### src/rtl/shift_sequencer_pkg.sv
// Shared constants for shift_sequencer: widths, op codes and FSM state encoding.
package shift_sequencer_pkg;

    localparam int unsigned DATA_W  = 32;
    localparam int unsigned SHAMT_W = 5;
    localparam int unsigned OP_W    = 3;

    localparam logic [OP_W-1:0] OP_SLL = 3'd0;
    localparam logic [OP_W-1:0] OP_ROL = 3'd1;
    localparam logic [OP_W-1:0] OP_SRL = 3'd2;
    localparam logic [OP_W-1:0] OP_SRA = 3'd3;
    localparam logic [OP_W-1:0] OP_ROR = 3'd4;

    typedef enum logic [1:0] {
        IDLE  = 2'd0,
        SHIFT = 2'd1,
        DONE  = 2'd2
    } state_e;

    // Codes above OP_ROR are pass-through and never enter SHIFT.
    function automatic logic op_is_shift(input logic [OP_W-1:0] op);
        return op <= OP_ROR;
    endfunction

endpackage

### src/rtl/shift_sequencer_step.sv
// shift_step: combinational one-position shift/rotate of a value by the given op.
module shift_step
    import shift_sequencer_pkg::*;
#(
    parameter int unsigned DataWidth = DATA_W
) (
    input  logic [DataWidth-1:0] value_i,
    input  logic [OP_W-1:0]      op_i,
    output logic [DataWidth-1:0] value_o
);

    always_comb begin
        value_o = value_i;
        case (op_i)
            OP_SLL:  value_o = {value_i[DataWidth-2:0], 1'b0};
            OP_ROL:  value_o = {value_i[DataWidth-2:0], value_i[DataWidth-1]};
            OP_SRL:  value_o = {1'b0, value_i[DataWidth-1:1]};
            OP_SRA:  value_o = {value_i[DataWidth-1], value_i[DataWidth-1:1]};
            OP_ROR:  value_o = {value_i[0], value_i[DataWidth-1:1]};
            default: value_o = value_i;
        endcase
    end

endmodule

### src/rtl/shift_sequencer.sv
// Multi-cycle shift/rotate sequencer: one position per SHIFT cycle, or two when
// SHIFT_SEQ_DOUBLE_STEP_EN is defined.
module shift_sequencer
    import shift_sequencer_pkg::*;
#(
    parameter int unsigned DataWidth  = 32,
    parameter int unsigned ShamtWidth = 5
) (
    input  logic                  Clock,
    input  logic                  Reset,
    input  logic                  InValid,
    output logic                  InReady,
    input  logic [DataWidth-1:0]  DataA,
    input  logic [ShamtWidth-1:0] ShiftAmount,
    input  logic [OP_W-1:0]       ShiftOp,
    output logic                  OutValid,
    input  logic                  OutReady,
    output logic [DataWidth-1:0]  Result,
    output logic                  Busy
);

    state_e                state_q;
    logic [DataWidth-1:0]  work_q, work_d;
    logic [ShamtWidth-1:0] cnt_q, cnt_d;
    logic [OP_W-1:0]       op_q;
    logic                  last_step;
    logic [DataWidth-1:0]  step1;

    shift_step #(.DataWidth(DataWidth)) u_step0 (
        .value_i (work_q),
        .op_i    (op_q),
        .value_o (step1)
    );

`ifdef SHIFT_SEQ_DOUBLE_STEP_EN
    logic [DataWidth-1:0] step2;

    shift_step #(.DataWidth(DataWidth)) u_step1 (
        .value_i (step1),
        .op_i    (op_q),
        .value_o (step2)
    );

    always_comb begin
        if (cnt_q >= ShamtWidth'(2)) begin
            work_d = step2;
            cnt_d  = cnt_q - ShamtWidth'(2);
        end else begin
            work_d = step1;
            cnt_d  = cnt_q - ShamtWidth'(1);
        end
        last_step = (cnt_q <= ShamtWidth'(2));
    end
`else
    always_comb begin
        work_d    = step1;
        cnt_d     = cnt_q - ShamtWidth'(1);
        last_step = (cnt_q <= ShamtWidth'(1));
    end
`endif

    always_ff @(posedge Clock) begin
        if (Reset) begin
            state_q <= IDLE;
            cnt_q   <= '0;
            work_q  <= '0;
            op_q    <= '0;
        end else begin
            case (state_q)
                IDLE: begin
                    if (InValid) begin
                        work_q  <= DataA;
                        cnt_q   <= ShiftAmount;
                        op_q    <= ShiftOp;
                        state_q <= (ShiftAmount == '0 || !op_is_shift(ShiftOp)) ? DONE : SHIFT;
                    end
                end
                SHIFT: begin
                    work_q <= work_d;
                    cnt_q  <= cnt_d;
                    if (last_step) state_q <= DONE;
                end
                DONE: begin
                    if (OutReady) state_q <= IDLE;
                end
                default: state_q <= IDLE;
            endcase
        end
    end

    assign InReady  = (state_q == IDLE);
    assign OutValid = (state_q == DONE);
    assign Busy     = (state_q != IDLE);
    assign Result   = work_q;

endmodule

### config.mk
export PLATFORM = sky130hd
export DESIGN_NAME = shift_sequencer
export DESIGN_NICKNAME = d
export VERILOG_FILES = /design/src/rtl/shift_sequencer_pkg.sv /design/src/rtl/shift_sequencer_step.sv /design/src/rtl/shift_sequencer.sv
export SDC_FILE = /design/constraint.sdc
export NUM_CORES = 1
export LEC_CHECK = 0
export BUFFER_PORTS_ARGS = -buffer_cell sky130_fd_sc_hd__buf_2
export CAP_MARGIN = 10
export CORE_MARGIN = 8
export CORE_UTILIZATION = 55
export DETAILED_ROUTE_END_ITERATION = 8
export PLACE_DENSITY = 0.81
export SYNTH_ARGS = -nofsm -noshare
export SYNTH_HDL_FRONTEND = slang
export SYNTH_HIERARCHICAL = 1
export SYNTH_SLANG_ARGS = --single-unit
### constraint.sdc
create_clock -name Clock -period 1.68 [get_ports Clock]
set_clock_uncertainty 0.15 [all_clocks]
set_input_delay 0.42 -clock Clock [delete_from_list [all_inputs] [get_ports Clock]]
set_output_delay 0.42 -clock Clock [all_outputs]
set_load 0.005 [all_outputs]
==> impl_metrics.tcl, run 1 <==
set metrics [dict create \
    cts_sink_count 42 \
    reg2reg_slack_ps 20 \
    drt_iter0_drc 226 \
    postLayoutSetupSlackWorst_ps 10.4 \
    synthArstFlopShare_pct 0 \
    max_cap_viol_count 0 \
    worstHoldPathType "input pin to flip-flop" \
    synth.area.mux_share_pct 14.2 \
    critPathMaxFanout 7 \
    synth.net_count 486 \
    hold_path_startpoint "DataA[21]" \
    main_combinational_cell_family_by_area_after_synthesis "compound AO/OA/AOI/OAI gates" \
    worst_slew_pin_slew_ps 286 \
    chipHeight_um 96.1 \
    worstRegToRegCells 6 \
    synth_ff_type "dfxtp_1" \
    worst_setup_path_end_kind "output pin" \
    htreeDepth 2 \
    worst-endpoint-arrival_ps 1100 \
    ys_types 41 \
    finalHoldViolations 0 \
    antenna_diode_count 0 \
    cts_tree "built" \
    hold-path-endpoint "Result[21]" \
    routedWlPerCell_um 16.3 \
    mean_instance_size_in_the_synthesized_netlist_um2 8.01 \
    gp_routability_congestion 0.866 \
    capture_point_of_the_worst_reg_to_reg_path "Result[14]" \
    antenna_left 0 \
    die_w_um 96.1 \
    met2RoutedLength_um 4480 \
    timing.critical_path.required_ps 1110 \
    setup_viol_count_final 0 \
    top_level_pins 79 \
    max-slew-margin-rel_pct 80.9 \
    critPathLaunch "state_q[1]" \
    run_status "complete, no violations" \
    cp_slowest_cell "dfxtp_4" \
    grt_antenna_before_repair 0 \
    routed_wirelength_um 9420 \
    power_per_cell_area_mw_per_mm2 855 \
    max-vdd-ir-drop_v 0.000478 \
    routed.top_layer "met4" \
    number_of_port_buffers 78 \
    crit_path_cell_trace "buf_6 > nor2b_4 > buf_2" \
    synthXorXnorAreaFrac_pct 0 \
    synthSimpleGateAreaFrac_pct 17.9 \
    vias_per_cell 6.32 \
    synth_adder_area_share_pct 0.710 \
    drc 0 \
    yosysWarnings 6 \
    critPathMaxStageDelay_ps 410 \
    timing.final.crit_period_ps 1670 \
    clock_pin_slew_worst_setup_and_hold_paths_ps 90 \
    count_of_flip_flops_with_a_built_in_enable_after_synthesis 0 \
    timing.fmax_mhz 599 \
    wl_met1_um 4270 \
    largest_net_degree_at_the_start_of_global_routing 39 \
    synthesis.area_mm2 0.00353 \
    finalCritPeriodShare_pct 99.4 \
    core_area_mm2 0.00628 \
    clockBufferDepth 2 \
    fin_nets 546 \
    synthCells 440 \
    ys_seq_area_share_pct 23.8 \
    dr_total_vias 3653 \
    worst_skew_pair.late_latency_ps 300 \
    rsz0062_at_grt "yes" \
    pre_cts_slack_ps -36.2 \
    first_global_vias 3212 \
    die_area_mm2 0.00923 \
    track_usage_pct 19.6 \
    area_growth_pct 17.7 \
    drive_gt1_share_pct 32.1 \
    most-common-layout-cells "nand2_1, buf_2, nor2_1" \
    synth-compound-area-share_pct 32.5 \
    cts-root-buf "clkbuf_8" \
    finish.cell_count_without_fillers 578 \
    place_hpwl_um 6290 \
    timing.rr.start "op_q[2]" \
    final_common_cell "nand2_1" \
    grt_remaining_overflow 0 \
    power.static_leakage_nw 1.77 \
    cts_made_buffers 5 \
    dp_cells 566 \
    slew_violations 0 \
    row_count 29 \
    hold_depth 3 \
    critPathLaunchType "flip-flop" \
    dr_wl_met3_um 558 \
    crit_type "flip-flop to output pin" \
    ys_ff_latch 42 \
    initial_standard_cell_utilization_of_the_core_pct 56.2 \
    1st_pass_router_iterations 5 \
    grt_first_pass_wirelength_um 15100 \
]
[report_power, final]
group          total [mW]  internal [mW]  switching [mW]  leakage [nW]
Sequential           1.39           1.14           0.258         0.352
Combinational        1.44          0.750           0.688          1.37
Clock               0.715          0.331           0.384        0.0472
Total                3.55           2.22            1.33          1.77
[synthesized netlist by cell type, types with 5 or more instances]
| cell | n | area [um2] |
|---|---|---|
| o21ai_1 | 30 | 150 |
| mux2_4 | 30 | 450 |
| buf_4 | 8 | 60.1 |
| a2bb2oi_1 | 29 | 254 |
| a32oi_1 | 30 | 263 |
| a311oi_1 | 32 | 280 |
| clkbuf_1 | 15 | 56.3 |
| nor2_1 | 39 | 146 |
| nor2b_1 | 5 | 31.3 |
| buf_6 | 9 | 101 |
| buf_2 | 13 | 65.1 |
| nand2_1 | 97 | 364 |
| a21oi_1 | 8 | 40.0 |
| dfxtp_1 | 42 | 841 |
| inv_1 | 7 | 26.3 |
[kinds of logic after synthesis]
| family | count (synthesis) |
|---|---|
| simple gates | 153 |
| compound gates | 150 |
| buf+inv | 58 |
| flops | 42 |
| mux | 35 |
| fa+ha+maj | 2 |
[state kept, by name (all words and copies together), names as in the netlist]
register,count
Result,32
cnt_q,5
op_q,3
state_q,2
[worst max path at each step]
stage                     slack (ps)         end
after floorplan                  110  state_q[0]
after global placement           -10  state_q[0]
after detailed placement         -40  state_q[1]
after CTS                          2    OutValid
after global routing            -100  Result[14]
final                             10    OutValid
[routing by layer]
metal  vias to the layer above  global-route usage (%)
met5                         -                       0
met4                         0                    7.04
met3                         9                    3.28
met2                       128                    31.8
met1                      1749                    25.4
li1                       1767                       -
[through the flow]
stage	power, mW	cell area, um2	utilization [%]	hold slack [ps]	setup TNS, ps
floorplan	2.40	3530	-	305	0
global placement	2.72	3930	62.6	336	-16.4
detailed placement	2.77	3930	62.6	353	-68.9
CTS	3.49	4050	64.5	212	0
global route	3.77	4150	66.1	231	-542
finish	3.55	4150	66.1	217	0
[critical path, delay by kind of cell (launching register included)]
kind / cells / cell delay, ps
buf+inv: 2 / 250
flops: 1 / 410
simple gates: 1 / 140
[repair_timing]
action / CTS / global route
resized for setup: 8 / 11
hold buffers: 0 / 0
pin swaps: 0 / 1
cloned: 0 / 1
hold endpoints to repair: 0 / 0
setup buffers: 0 / 3
setup endpoints to repair: 4 / 26
[cell type report]
type	instances	area, um2
clock buffers	6	82.6
clock inverters	2	12.5
fillers	544	2130
inverters	7	26.3
multi-input cells	340	2360
flip-flops and latches	42	857
well taps	77	96.3
repair buffers	104	714
Note: power is estimated with default switching activity, not from simulation.
==> run 2: changes to the inputs <==
CELL_PAD_IN_SITES_DETAIL_PLACEMENT = 0   (was not set)
CELL_PAD_IN_SITES_GLOBAL_PLACEMENT = 1   (was not set)
CORE_UTILIZATION = 36   (was 55)
PLACE_DENSITY = not set   (was 0.81)
PLACE_DENSITY_LB_ADDON = 0.1   (was not set)
SYNTH_HIERARCHICAL = not set   (was 1)
==> impl_metrics.tcl, run 2 <==
set metrics [dict create \
    run_status "finished, violations left" \
    failed_checks "setup timing" \
    track_usage_pct 16.4 \
    routed_wirelength_um 8520 \
    synth.largest_area_cell "dfxtp_1" \
    slew_violations 0 \
    die_w_um 99.9 \
    core_area_mm2 0.00679 \
    worst_slew_pin_slew_ps 382 \
    capture_point_of_the_worst_reg_to_reg_path "Result[3]" \
    vias_per_cell 5.35 \
    timing.hold.ws_ps 219 \
    timing.rr.start "op_q[1]" \
    timing.fmax_mhz 579 \
    chipHeight_um 99.9 \
    grt_remaining_overflow 0 \
    largest_register_ffs 32 \
    drc 0 \
    timing.final.crit_period_ps 1730 \
    timing.critical_path.required_ps 1760 \
    cts-root-buf "clkbuf_8" \
    routedWlPerCell_um 16.1 \
    area_share_of_the_largest_cell_type_after_synthesis_pct 33.2 \
    die_area_mm2 0.00998 \
    area_growth_pct 38.7 \
    critPathLaunch "op_q[1]" \
    synth_ff_type "dfxtp_1" \
    row_count 30 \
    clock_pin_slew_worst_setup_and_hold_paths_ps 80 \
    synthArstFlopShare_pct 0 \
    ys_seq_area_share_pct 33.2 \
    max-slew-margin-rel_pct 73.9 \
    synth_top_cells_by_count "dfxtp_1, nand2_1, a21oi_1, o21ai_0, nor2_1" \
    htreeDepth 2 \
    drive_gt1_share_pct 34.9 \
    synthCells 344 \
    cts_made_buffers 5 \
    critPathMaxFanout 12 \
    mean_instance_size_in_the_synthesized_netlist_um2 7.37 \
    worst_skew_pair.late_latency_ps 290 \
    fill_cells 706 \
    gp_routability_congestion 0.807 \
    multiInputGateArea_mm2 0.00157 \
    most-common-layout-cells "buf_2, nand2_1, dfxtp_1" \
    initial_standard_cell_utilization_of_the_core_pct 37.3 \
    finalHoldViolations 0 \
    worstHoldPathType "input pin to flip-flop" \
    place_hpwl_um 5720 \
    grt_first_pass_wirelength_um 13800 \
    finalInstanceArea_mm2 0.00352 \
    power_per_cell_area_mw_per_mm2 921 \
    postPlaceCellArea_mm2 0.00322 \
    largest_net_degree_at_the_start_of_global_routing 34 \
    synth.net_count 390 \
    final_common_cell "buf_2" \
    1st_pass_router_iterations 4 \
    worst-endpoint-arrival_ps 1810 \
    max_cap_viol_count 0 \
    setup_viol_count_final 20 \
    first_global_vias 2807 \
    synthesis.area_mm2 0.00253 \
    cts_tree "built" \
    crit_type "flip-flop to flip-flop" \
    power.static_leakage_nw 1.44 \
    finalCoreUtilization_pct 51.8 \
    max-vdd-ir-drop_v 0.000519 \
    drt_iter0_drc 150 \
    final-seq-area_um2 850 \
    fin_nets 478 \
    rsz0062_at_grt "yes" \
    cts_hold_repair.buffers 0 \
    cts_sink_count 42 \
    finalCritPeriodShare_pct 103 \
    number_of_port_buffers 78 \
    grt_antenna_before_repair 0 \
    clockBufferDepth 2 \
    antenna_diode_count 0 \
    worst_setup_path_endpoint "Result[3]" \
    yosysWarnings 0 \
    worstRegToRegCells 7 \
    postLayoutSetupSlackWorst_ps -45.8 \
    antenna_left 0 \
    dr_total_vias 2830 \
    ys_types 45 \
    reg2reg_slack_ps -50 \
    top_level_pins 79 \
    ys_top_cells_by_area "dfxtp_1, a311o_1, a21oi_1, o21ai_0, nand3_1" \
    worst_setup_path_end_kind "flip-flop" \
    count_of_flip_flops_with_a_built_in_enable_after_synthesis 0 \
    critPathLaunchType "flip-flop" \
    ys_ff_latch 42 \
]
==> run 2: timing repair <==
item,in CTS,in global routing
gates resized for setup,29,14
buffers inserted,2,1
pin swaps,9,6
endpoints found under the setup margin,34,33
hold endpoints to repair,0,0
cloned,1,1
==> run 2: worst min-delay path by stage <==
stage                     cells after the start        from        to
after floorplan                               2    cnt_q[4]  cnt_q[4]
after detailed placement                      2     op_q[0]   op_q[0]
after global routing                          3  ShiftOp[1]   op_q[1]
after global placement                        2     op_q[0]   op_q[0]
final                                         3  ShiftOp[2]   op_q[2]
after CTS                                     3  ShiftOp[2]   op_q[2]
==> run 2: routing by layer <==
metal / vias to the layer above / GRT usage, % / part of all wire [%] / wire, um
li1: 1428 / - / - / -
met1: 1327 / 21.2 / 48 / 4080
met2: 67 / 26.5 / 46 / 3910
met3: 8 / 4.22 / 5.3 / 452
met4: 0 / 3.84 / 0.81 / 69
met5: - / 0 / 0 / 0
==> run 2: cell type report <==
cell class | count | share of cell area [%]
inverter | 5 | 0.534
clock inverter | 1 | 0.854
sequential | 42 | 24.2
clock buffer | 7 | 2.17
timing repair buffer | 119 | 24.4
multi-input combinational | 259 | 44.5
tap | 96 | 3.42
==> run 2: kinds of logic after synthesis <==
kind of cell	count (synthesis)	synth area share (%)
mux	1	0.444
compound gates	122	32.6
fa+ha+maj	2	0.987
flops	42	33.2
simple gates	134	24.3
buf+inv	43	8.44
==> run 2: per-stage QoR <==
step           instances  worst slack, ps  TNS (ps)  power, mW
5_1_grt              529             -103     -2090       3.44
6_report             529            -45.8      -479       3.24
3_5_place_dp         516            -95.1     -1880       2.34
4_1_cts              527            -14.3     -57.0       3.20
3_3_place_gp         516            -70.7     -1390       2.33
2_1_floorplan        344            -13.0     -95.8       1.89
==> run 2: power by group <==
| group | switching, mW | leakage [nW] | internal (mW) | total [mW] |
|---|---|---|---|---|
| Combinational | 0.583 | 1.04 | 0.587 | 1.17 |
| Sequential | 0.141 | 0.349 | 1.12 | 1.27 |
| Clock | 0.359 | 0.0524 | 0.445 | 0.804 |
| Total | 1.08 | 1.44 | 2.16 | 3.24 |
==> run 2: critical path, stage by stage, from the launching register on <==
cell and delay [ps]:
dfxtp_2 350, buf_6 130, nor3b_4 240, buf_6 150, buf_12 130, o21ai_0 90, a311o_1 320, a21oi_1 110
